## config.mk

```make
export PLATFORM = sky130hd
export DESIGN_NAME = switch_event_ctrl
export DESIGN_NICKNAME = d
export VERILOG_FILES = /design/src/rtl/switch_event_ctrl_pkg.sv /design/src/rtl/switch_event_ctrl_bit_debounce.sv /design/src/rtl/switch_event_ctrl.sv
export SDC_FILE = /design/constraint.sdc
export NUM_CORES = 1
export LEC_CHECK = 0
export CAP_MARGIN = 20
export CORE_MARGIN = 5
export CORE_UTILIZATION = 40
export CTS_BUF_LIST = sky130_fd_sc_hd__clkbuf_8
export DETAILED_ROUTE_END_ITERATION = 10
export GPL_TIMING_DRIVEN = 0
export PLACE_DENSITY = 0.6
export SYNTH_ARGS = -nofsm -noshare
export SYNTH_HDL_FRONTEND = slang
export SYNTH_HIERARCHICAL = 1
export SYNTH_SLANG_ARGS = --single-unit
export TNS_END_PERCENT = 1
```

## constraint.sdc

```tcl
create_clock -name clk -period 25.9 [get_ports clk]
set_input_delay 3.885 -clock clk [delete_from_list [all_inputs] [get_ports clk]]
set_output_delay 3.885 -clock clk [all_outputs]
set_load 0.02 [all_outputs]
```

## src/rtl/switch_event_ctrl_pkg.sv

```systemverilog
// Shared sizing, event slot types and index helpers for the switch event controller.
// Imported by the debounce cell and the top level.
package switch_event_ctrl_pkg;

  localparam int NUM_WORDS  = 5;
  localparam int WORD_BITS  = 16;
  localparam int TOTAL_BITS = NUM_WORDS * WORD_BITS;

  localparam int EV_WORD_W  = 3;
  localparam int EV_BIT_W   = 4;
  localparam int FLAT_IDX_W = EV_WORD_W + EV_BIT_W;

  typedef logic [WORD_BITS-1:0]  word_t;
  typedef logic [TOTAL_BITS-1:0] flat_t;
  typedef logic [FLAT_IDX_W-1:0] flat_idx_t;

  typedef enum logic {
    SLOT_EMPTY = 1'b0,
    SLOT_FULL  = 1'b1
  } slot_state_t;

  typedef struct packed {
    logic [EV_WORD_W-1:0] word;
    logic [EV_BIT_W-1:0]  bit_idx;
    logic                 level;
  } ev_payload_t;

  // Counter width for a modulus n, never narrower than one bit.
  function automatic int width_of(input int n);
    return (n > 2) ? $clog2(n) : 1;
  endfunction

  // WORD_BITS is 16, so word*16+bit is a plain concatenation.
  function automatic flat_idx_t flat_index(input logic [EV_WORD_W-1:0] word,
                                           input logic [EV_BIT_W-1:0]  bit_idx);
    return {word, bit_idx};
  endfunction

  function automatic logic [EV_WORD_W-1:0] word_of(input flat_idx_t idx);
    return idx[FLAT_IDX_W-1:EV_BIT_W];
  endfunction

  function automatic logic [EV_BIT_W-1:0] bit_of(input flat_idx_t idx);
    return idx[EV_BIT_W-1:0];
  endfunction

endpackage

```

## src/rtl/switch_event_ctrl_bit_debounce.sv

```systemverilog
// One switch bit: frame-rate integrator plus the debounced state flop.
// A bit changes only after STABLE_FRAMES consecutive sampled disagreements.
module bit_debounce
  import switch_event_ctrl_pkg::*;
#(
  parameter int STABLE_FRAMES = 4,
  parameter int CNT_W         = width_of(STABLE_FRAMES)
) (
  input  logic clk,
  input  logic resetn,
  input  logic tick,
  input  logic raw,
  output logic sw
);

  logic [CNT_W-1:0] cnt;

  localparam logic [CNT_W-1:0] CNT_LAST = CNT_W'(STABLE_FRAMES - 1);

  // NOTE: state flops use non-blocking assignments so every flop samples
  // pre-edge values; blocking here would create order-dependent races.
  always_ff @(posedge clk) begin
    if (!resetn) begin
      cnt <= '0;
      sw  <= 1'b0;
    end else if (tick) begin
      if (raw == sw) begin
        cnt <= '0;
      end else if (cnt == CNT_LAST) begin
        sw  <= ~sw;
        cnt <= '0;
      end else begin
        cnt <= cnt + CNT_W'(1);
      end
    end
  end

endmodule

```

## src/rtl/switch_event_ctrl.sv

```systemverilog
// Debounces five 16-bit 74LV165 snapshots and reports each net bit change
// as a (word, bit, level) event through a single valid/ready slot.
module switch_event_ctrl
  import switch_event_ctrl_pkg::*;
#(
  parameter int FRAME_CYCLES  = 34,
  parameter int STABLE_FRAMES = 4
) (
  input  logic                 clk,
  input  logic                 resetn,
  input  logic [WORD_BITS-1:0] raw_0,
  input  logic [WORD_BITS-1:0] raw_1,
  input  logic [WORD_BITS-1:0] raw_2,
  input  logic [WORD_BITS-1:0] raw_3,
  input  logic [WORD_BITS-1:0] raw_4,
  output logic [WORD_BITS-1:0] sw_0,
  output logic [WORD_BITS-1:0] sw_1,
  output logic [WORD_BITS-1:0] sw_2,
  output logic [WORD_BITS-1:0] sw_3,
  output logic [WORD_BITS-1:0] sw_4,
  output logic                 ev_valid,
  input  logic                 ev_ready,
  output logic [EV_WORD_W-1:0] ev_word,
  output logic [EV_BIT_W-1:0]  ev_bit,
  output logic                 ev_level
);

  localparam int FC_W = width_of(FRAME_CYCLES);
  localparam logic [FC_W-1:0] FC_LAST = FC_W'(FRAME_CYCLES - 1);

  logic [FC_W-1:0] frame_cnt;
  logic            tick;

  flat_t raw_flat;
  flat_t sw_flat;
  flat_t reported;
  flat_t pending;

  logic        any_pending;
  flat_idx_t   sel_idx;

  slot_state_t state_q;
  slot_state_t state_d;
  logic        load;
  logic        accept;
  ev_payload_t slot;

  // ---------------------------------------------------------------- frame tick
  assign tick = (frame_cnt == FC_LAST);

  always_ff @(posedge clk) begin
    if (!resetn) begin
      frame_cnt <= '0;
    end else if (tick) begin
      frame_cnt <= '0;
    end else begin
      frame_cnt <= frame_cnt + FC_W'(1);
    end
  end

  // ------------------------------------------------------------ debounce array
  assign raw_flat = {raw_4, raw_3, raw_2, raw_1, raw_0};

  for (genvar gi = 0; gi < TOTAL_BITS; gi++) begin : g_bit
    bit_debounce #(
      .STABLE_FRAMES (STABLE_FRAMES)
    ) u_bit (
      .clk    (clk),
      .resetn (resetn),
      .tick   (tick),
      .raw    (raw_flat[gi]),
      .sw     (sw_flat[gi])
    );
  end

  assign sw_0 = sw_flat[0*WORD_BITS +: WORD_BITS];
  assign sw_1 = sw_flat[1*WORD_BITS +: WORD_BITS];
  assign sw_2 = sw_flat[2*WORD_BITS +: WORD_BITS];
  assign sw_3 = sw_flat[3*WORD_BITS +: WORD_BITS];
  assign sw_4 = sw_flat[4*WORD_BITS +: WORD_BITS];

  // ------------------------------------------------------ pending / priority
  assign pending = sw_flat ^ reported;

  // NOTE: every signal driven here gets a default before the loop; a path
  // that leaves one unassigned would infer a latch.
  always_comb begin
    any_pending = 1'b0;
    sel_idx     = '0;
    // Scanning downwards lets the lowest pending index win.
    for (int i = TOTAL_BITS - 1; i >= 0; i--) begin
      if (pending[i]) begin
        any_pending = 1'b1;
        sel_idx     = FLAT_IDX_W'(i);
      end
    end
  end

  // ---------------------------------------------------------- handshake slot
  always_ff @(posedge clk) begin
    if (!resetn) begin
      state_q <= SLOT_EMPTY;
    end else begin
      state_q <= state_d;
    end
  end

  // A slot only refills from EMPTY, so an accepted event always leaves one
  // idle cycle; that cycle lets reported settle before the next selection.
  always_comb begin
    state_d = state_q;
    load    = 1'b0;
    accept  = 1'b0;
    case (state_q)
      SLOT_EMPTY: begin
        if (any_pending) begin
          load    = 1'b1;
          state_d = SLOT_FULL;
        end
      end
      SLOT_FULL: begin
        if (ev_ready) begin
          accept  = 1'b1;
          state_d = SLOT_EMPTY;
        end
      end
      default: state_d = SLOT_EMPTY;
    endcase
  end

  // Payload is captured once and frozen until acceptance; reported takes the
  // offered level, so a bit that moved again meanwhile stays pending.
  always_ff @(posedge clk) begin
    if (!resetn) begin
      slot     <= '0;
      reported <= '0;
    end else begin
      if (load) begin
        slot.word    <= word_of(sel_idx);
        slot.bit_idx <= bit_of(sel_idx);
        slot.level   <= sw_flat[sel_idx];
      end
      if (accept) begin
        reported[flat_index(slot.word, slot.bit_idx)] <= slot.level;
      end
    end
  end

  assign ev_valid = (state_q == SLOT_FULL);
  assign ev_word  = slot.word;
  assign ev_bit   = slot.bit_idx;
  assign ev_level = slot.level;

endmodule

```

# After elaboration in Yosys (flattened, before gate mapping)
# Index checks and enable logic that the tools add are counted.
[classes]
n_lt_le_gt_ge = 3
n_bitwise = 163
n_addsub = 81
n_reduce_logical = 82
eq_ne = 161
n_mux = 331
[ops]
columns = ["op", "n"]
rows = [
  ["$mux 7", 80],
  ["$mux 2", 160],
  ["$reduce_and 3->1", 80],
  ["$not 1->1", 162],
  ["$add 2x1->2 const B", 80],
  ["$eq 2x2->1 const B", 80],
  ["$mux 1", 87],
  ["$bwmux 80", 1],
  ["$eq 1x1->1", 80],
  ["$xor 80x80->80", 1],
  ["$lt 7x8->1 const B", 2],
  ["$bmux 1 s7", 1],
  ["$demux 1 s7", 1],
  ["$ge 7x1->1 const B", 1],
  ["$add 6x1->6 const B", 1],
  ["$eq 6x6->1 const B", 1],
  ["$pmux 1 s2", 1],
  ["$reduce_or 2->1", 1],
  ["$logic_and 1x1->1", 1],
]
[totals]
in_bits = 83
ff_bits = 335

# Longest topological paths before layout
[depth]
depth_word = 83
ltp_mapped = 13
depth_no_buf = 11

# By module
# Netlist, hierarchy kept.
[by_module_without_submodules]
columns = ["module", "seq_area_each_um2", "cells_per_inst", "area_per_inst_um2", "n_inst"]
rows = [
  ["bit_debounce", 60.1, 14, 143.9, 80],
  ["switch_event_ctrl", 1901.8, 950, 6809.0, 1],
]

# Worst setup path before layout
# No wires, ideal clock.
[synth_timing]
kind = "register to register"
startpoint = "reg frame_cnt[2]"
endpoint = "reg g_bit[0].u_bit.sw"
path_stages_with_launch = 4
path_buffers = 0
slack_ns = -1.650
setup_ns = 0.143
arrival_ns = 27.407
period_less_slack_ns = 27.550
path_cell_list = "dfxtp_1 -> nor4_1 -> a21boi_0 -> o21a_1"
[synth_via]
elab_chain_cells = 2
[synth_rtl]
columns = ["element", "line", "rtl"]
rows = [
  ["start: declaration", "switch_event_ctrl.sv:31", "logic [FC_W-1:0] frame_cnt;"],
  ["start signal: assignment", "switch_event_ctrl.sv:57", "frame_cnt <= frame_cnt + FC_W'(1);"],
  ["$eq 6x6->1", "switch_event_ctrl.sv:49", "assign tick = (frame_cnt == FC_LAST);"],
  ["net tick", "switch_event_ctrl.sv:32", "logic tick;"],
  ["$reduce_and 3->1 (no line)", "--", ""],
  ["end signal: assignment", "switch_event_ctrl_bit_debounce.sv:30", "sw <= ~sw;"],
  ["end: declaration", "switch_event_ctrl_bit_debounce.sv:13", "output logic sw"],
]
# The timed path passes the listed nets, and every way through them passes these cells.
# A chain may end at the register's enable or synchronous reset.

# Worst setup path after layout
[layout_timing]
startpoint = "in ev_ready"
endpoint = "reg reported[50]"
[layout_via]
elab_chain_cells = 2
[layout_rtl]
columns = ["element", "line", "rtl"]
rows = [
  ["start: declaration", "switch_event_ctrl.sv:22", "input logic ev_ready,"],
  ["$mux 1", "switch_event_ctrl.sv:122", "if (ev_ready) begin"],
  ["$mux 1", "switch_event_ctrl.sv:114", "case (state_q)"],
  ["end signal: indexed assignment", "switch_event_ctrl.sv:144", "reported[flat_index(slot.word, slot.bit_idx)] <= slot.level;"],
  ["end: declaration", "switch_event_ctrl.sv:36", "flat_t reported;"],
]
# Every way passes these cells.

==> out/qor.csv <==
stage,metric,value,unit
setup_path,worst r2r dst,ev_level,
clock_tree,Clock Tree Buf Depth,3,
timing,Final Hold Vio Count,0,
timing,clk_skew,22.3,ps
setup_path,CP bufs+invs,4,
min_path,Hold Path Class,flip-flop to flip-flop,
timing,period utilization,0.240,
clock_tree,CTS root buffer,clkbuf_8,
timing,min Tclk post-route,6210,ps
logic_synthesis,main flop type after synthesis,dfxtp_1,
clock_tree,CTS Hold Bufs,0,
global_routing,largest net degree at the start of global routing,177,
die,die height,224,um
logic_synthesis,Synth async-reset ratio,0,
timing,setup TNS,0,ps
timing,"Slew Viols, Final",0,
run,Max Cap Viol,0,
detailed_routing,Vias/cell,5.71,
clock_tree,clock-pin slew on the worst setup and hold paths,60,ps
clock_tree,htree depth,2,
setup_path,crit path launch,ev_ready,
clock_tree,CTS buffer count,61,
detailed_routing,1st-pass router iterations,5,
logic_synthesis,post-synthesis sequential area ratio,0.366,
die,initial core utilization,0.404,
die,boundary pin count,172,
timing,RSZ-0062 raised after global routing,no,
placement,IO Port Bufs,171,
die,die area,50200,sq um
pwr,overall power,1090,uW
setup_path,CP cell instances,clkdlybuf4s50_1 > and2_1 > clkbuf_1 > and2_1 > clkbuf_1 > clkbuf_1 > nand2_1 > nand2_1 > a21oi_1,
cells_and_area,synth-to-layout area growth,22.5,%
setup_path,Setup crit start kind,input pin,
detailed_routing,WL per Instance,19.3,um
global_routing,vias in the first global route,16300,
detailed_routing,DR iter-0 viols,1482,
setup_path,"slowest stage delay, CP",780,ps
logic_synthesis,"flops & latches, synth",335,
pwr,leakage power,0.00830,uW
logic_synthesis,synthesized instance count,2070,
die,Placement Rows,78,
setup_path,Crit Path Max Fanout,10,
setup_path,crit path DAT,6720,ps
min_path,Hold Path End,reported[2],
setup_path,RR Startpoint,g_bit[14].u_bit/sw,
pwr,P per Cell Area,48.4,nW/um^2
timing,fmax,0.161,GHz
global_routing,first-pass GRT wire length,89.0,mm
setup_path,Critical Path End Type,flip-flop,
clock_tree,TritonCTS clock tree,yes,
setup_path,CP max stage cell,clkbuf_1,
die,Core Area,45400,sq um
setup_path,cell count of the worst reg-to-reg path,12,
logic_synthesis,largest area contributor in the netlist,dfxtp_1,
setup_path,R2R setup slack,21400,ps
clock_tree,setup bufs post-CTS,0,
clock_tree,Post-CTS Resized,0,
timing,endpoints failing setup,0,
logic_synthesis,syn nets,2235,
logic_synthesis,Synth top area share,0.366,
detailed_routing,DR vias,17000,
min_path,Worst Hold Depth,2,
logic_synthesis,Post-synth EDFFs,0,
timing,Slew @ Worst Pin,1090,ps
logic_synthesis,commonest cells in the netlist,"dfxtp_1, nand2_1, nand3b_1, o21ai_1, nand3_1",
logic_synthesis,Synth area leaders,"dfxtp_1, xnor2_1, nand3b_1, ha_1, nand4bb_1",
clock_tree,Clock Sinks,335,
placement,dpl hpwl,41.5,mm
min_path,hold_sp,reported[2],
global_routing,Tot GR Track Use,0.220,
clock_tree,Clock Latency Late Sink,660,ps
setup_path,Top delay family on crit path,buffers and inverters,
die,Die X,224,um
detailed_routing,antenna violation net count after detailed routing,0,
detailed_routing,WL final,57.6,mm
setup_path,worst path required time,26410,ps
status,status,"finished, final reports clean",
logic_synthesis,post-synthesis cell type count,67,
logic_synthesis,Syn. warnings,6,
logic_synthesis,"Cell Area, Synth",18300,sq um
pwr,Worst VDD drop,0.0331,mV
cells_and_area,diode count,0,
cells_and_area,layout cells sized above 1,0.0589,
global_routing,initial antenna violation count,0,
timing,Slew Limit Headroom,0.268,
cells_and_area,nets@finish,2493,
detailed_routing,DRC,0,
setup_path,Critical Path Most Common Cell,clkbuf_1,
logic_synthesis,Mean Syn Cell Area,8.85,sq um
global_routing,gr ovfl total,0,
placement,routability cong.,0.951,
logic_synthesis,most frequent cell after synthesis,dfxtp_1,
setup_path,Crit Path Category,input pin to flip-flop,
layer usage:
| metal | wire [um] | track usage | share of wire |
|---|---|---|---|
| met1 | 24900 | 0.282 | 0.43 |
| met2 | 26600 | 0.363 | 0.46 |
| met3 | 4050 | 0.0456 | 0.070 |
| met4 | 2080 | 0.0891 | 0.036 |
| met5 | 0 | 0 | 0 |
how the worst max path moves through the flow:
stage | slack, ps | end | depth (start not counted)
after detailed placement | 19150 | reported[52] | 9
after global routing | 19670 | reported[10] | 8
after floorplan | 9910 | g_bit[0].u_bit/sw | 5
after global placement | 3060 | g_bit[59].u_bit/sw | 5
after CTS | 19860 | reported[52] | 9
final | 19690 | reported[50] | 9
per-stage QoR:
stage | cells | instance area, sq um | hold WS, ps | setup WS, ps | utilization
detailed placement | 2864 | 21100 | 463 | 19150 | 0.466
floorplan | 2070 | 18300 | 433 | 9910 | -
global route | 2978 | 22400 | 490 | 19670 | 0.495
finish | 2978 | 22400 | 468 | 19690 | 0.495
CTS | 2977 | 22400 | 471 | 19860 | 0.494
global placement | 2841 | 20800 | 446 | 3060 | 0.458
kinds of logic after synthesis:
family	synth area share
AND/OR/NAND/NOR	0.272
flip-flops	0.366
multiplexers	0.00847
adder cells (fa/ha/maj)	0.0560
buffers and inverters	0.0145
AO/OA/AOI/OAI	0.192
XOR/XNOR	0.0908
flip-flops by register name, summed over array words and instances, names as in the netlist:
register,flops
ev_bit,4
ev_level,1
ev_valid,1
ev_word,3
frame_cnt,6
g_bit.u_bit/cnt,160
g_bit.u_bit/sw,80
reported,80
where the power goes:
part	switching [uW]	leakage [uW]	total [uW]	internal, uW
clock	232	0.000760	532	300
combinational	20.5	0.00484	37.6	17.1
sequential	0.438	0.00270	516	516
final cells by class:
type | count | area (sq um)
Buffer | 57 | 229
Clock buffer | 82 | 1130
Clock inverter | 31 | 179
Fill cell | 4350 | 22900
Inverter | 10 | 37.5
Multi-Input combinational cell | 1668 | 11400
Sequential cell | 335 | 6710
Tap cell | 600 | 751
Timing Repair Buffer | 195 | 2050
tightest hold or removal path, stage by stage (launching register included):
cell and delay, ps:
dfxtp_1 310, nand2_1 50, a21oi_1 50
layout by cell type (no fill, tap or decap), drive strengths merged, types with 81 or more instances in the layout:
cell and instances:
and3 84, nand2 186, nand3 150, o21ai 212, ha 82, dfxtp 335
o21a 82, a21oi 102, nand4bb 81, clkdlybuf4s50 170, clkbuf 129, xnor2 141
a21boi 81, nand3b 160
Power figures use the tool's default switching activity.
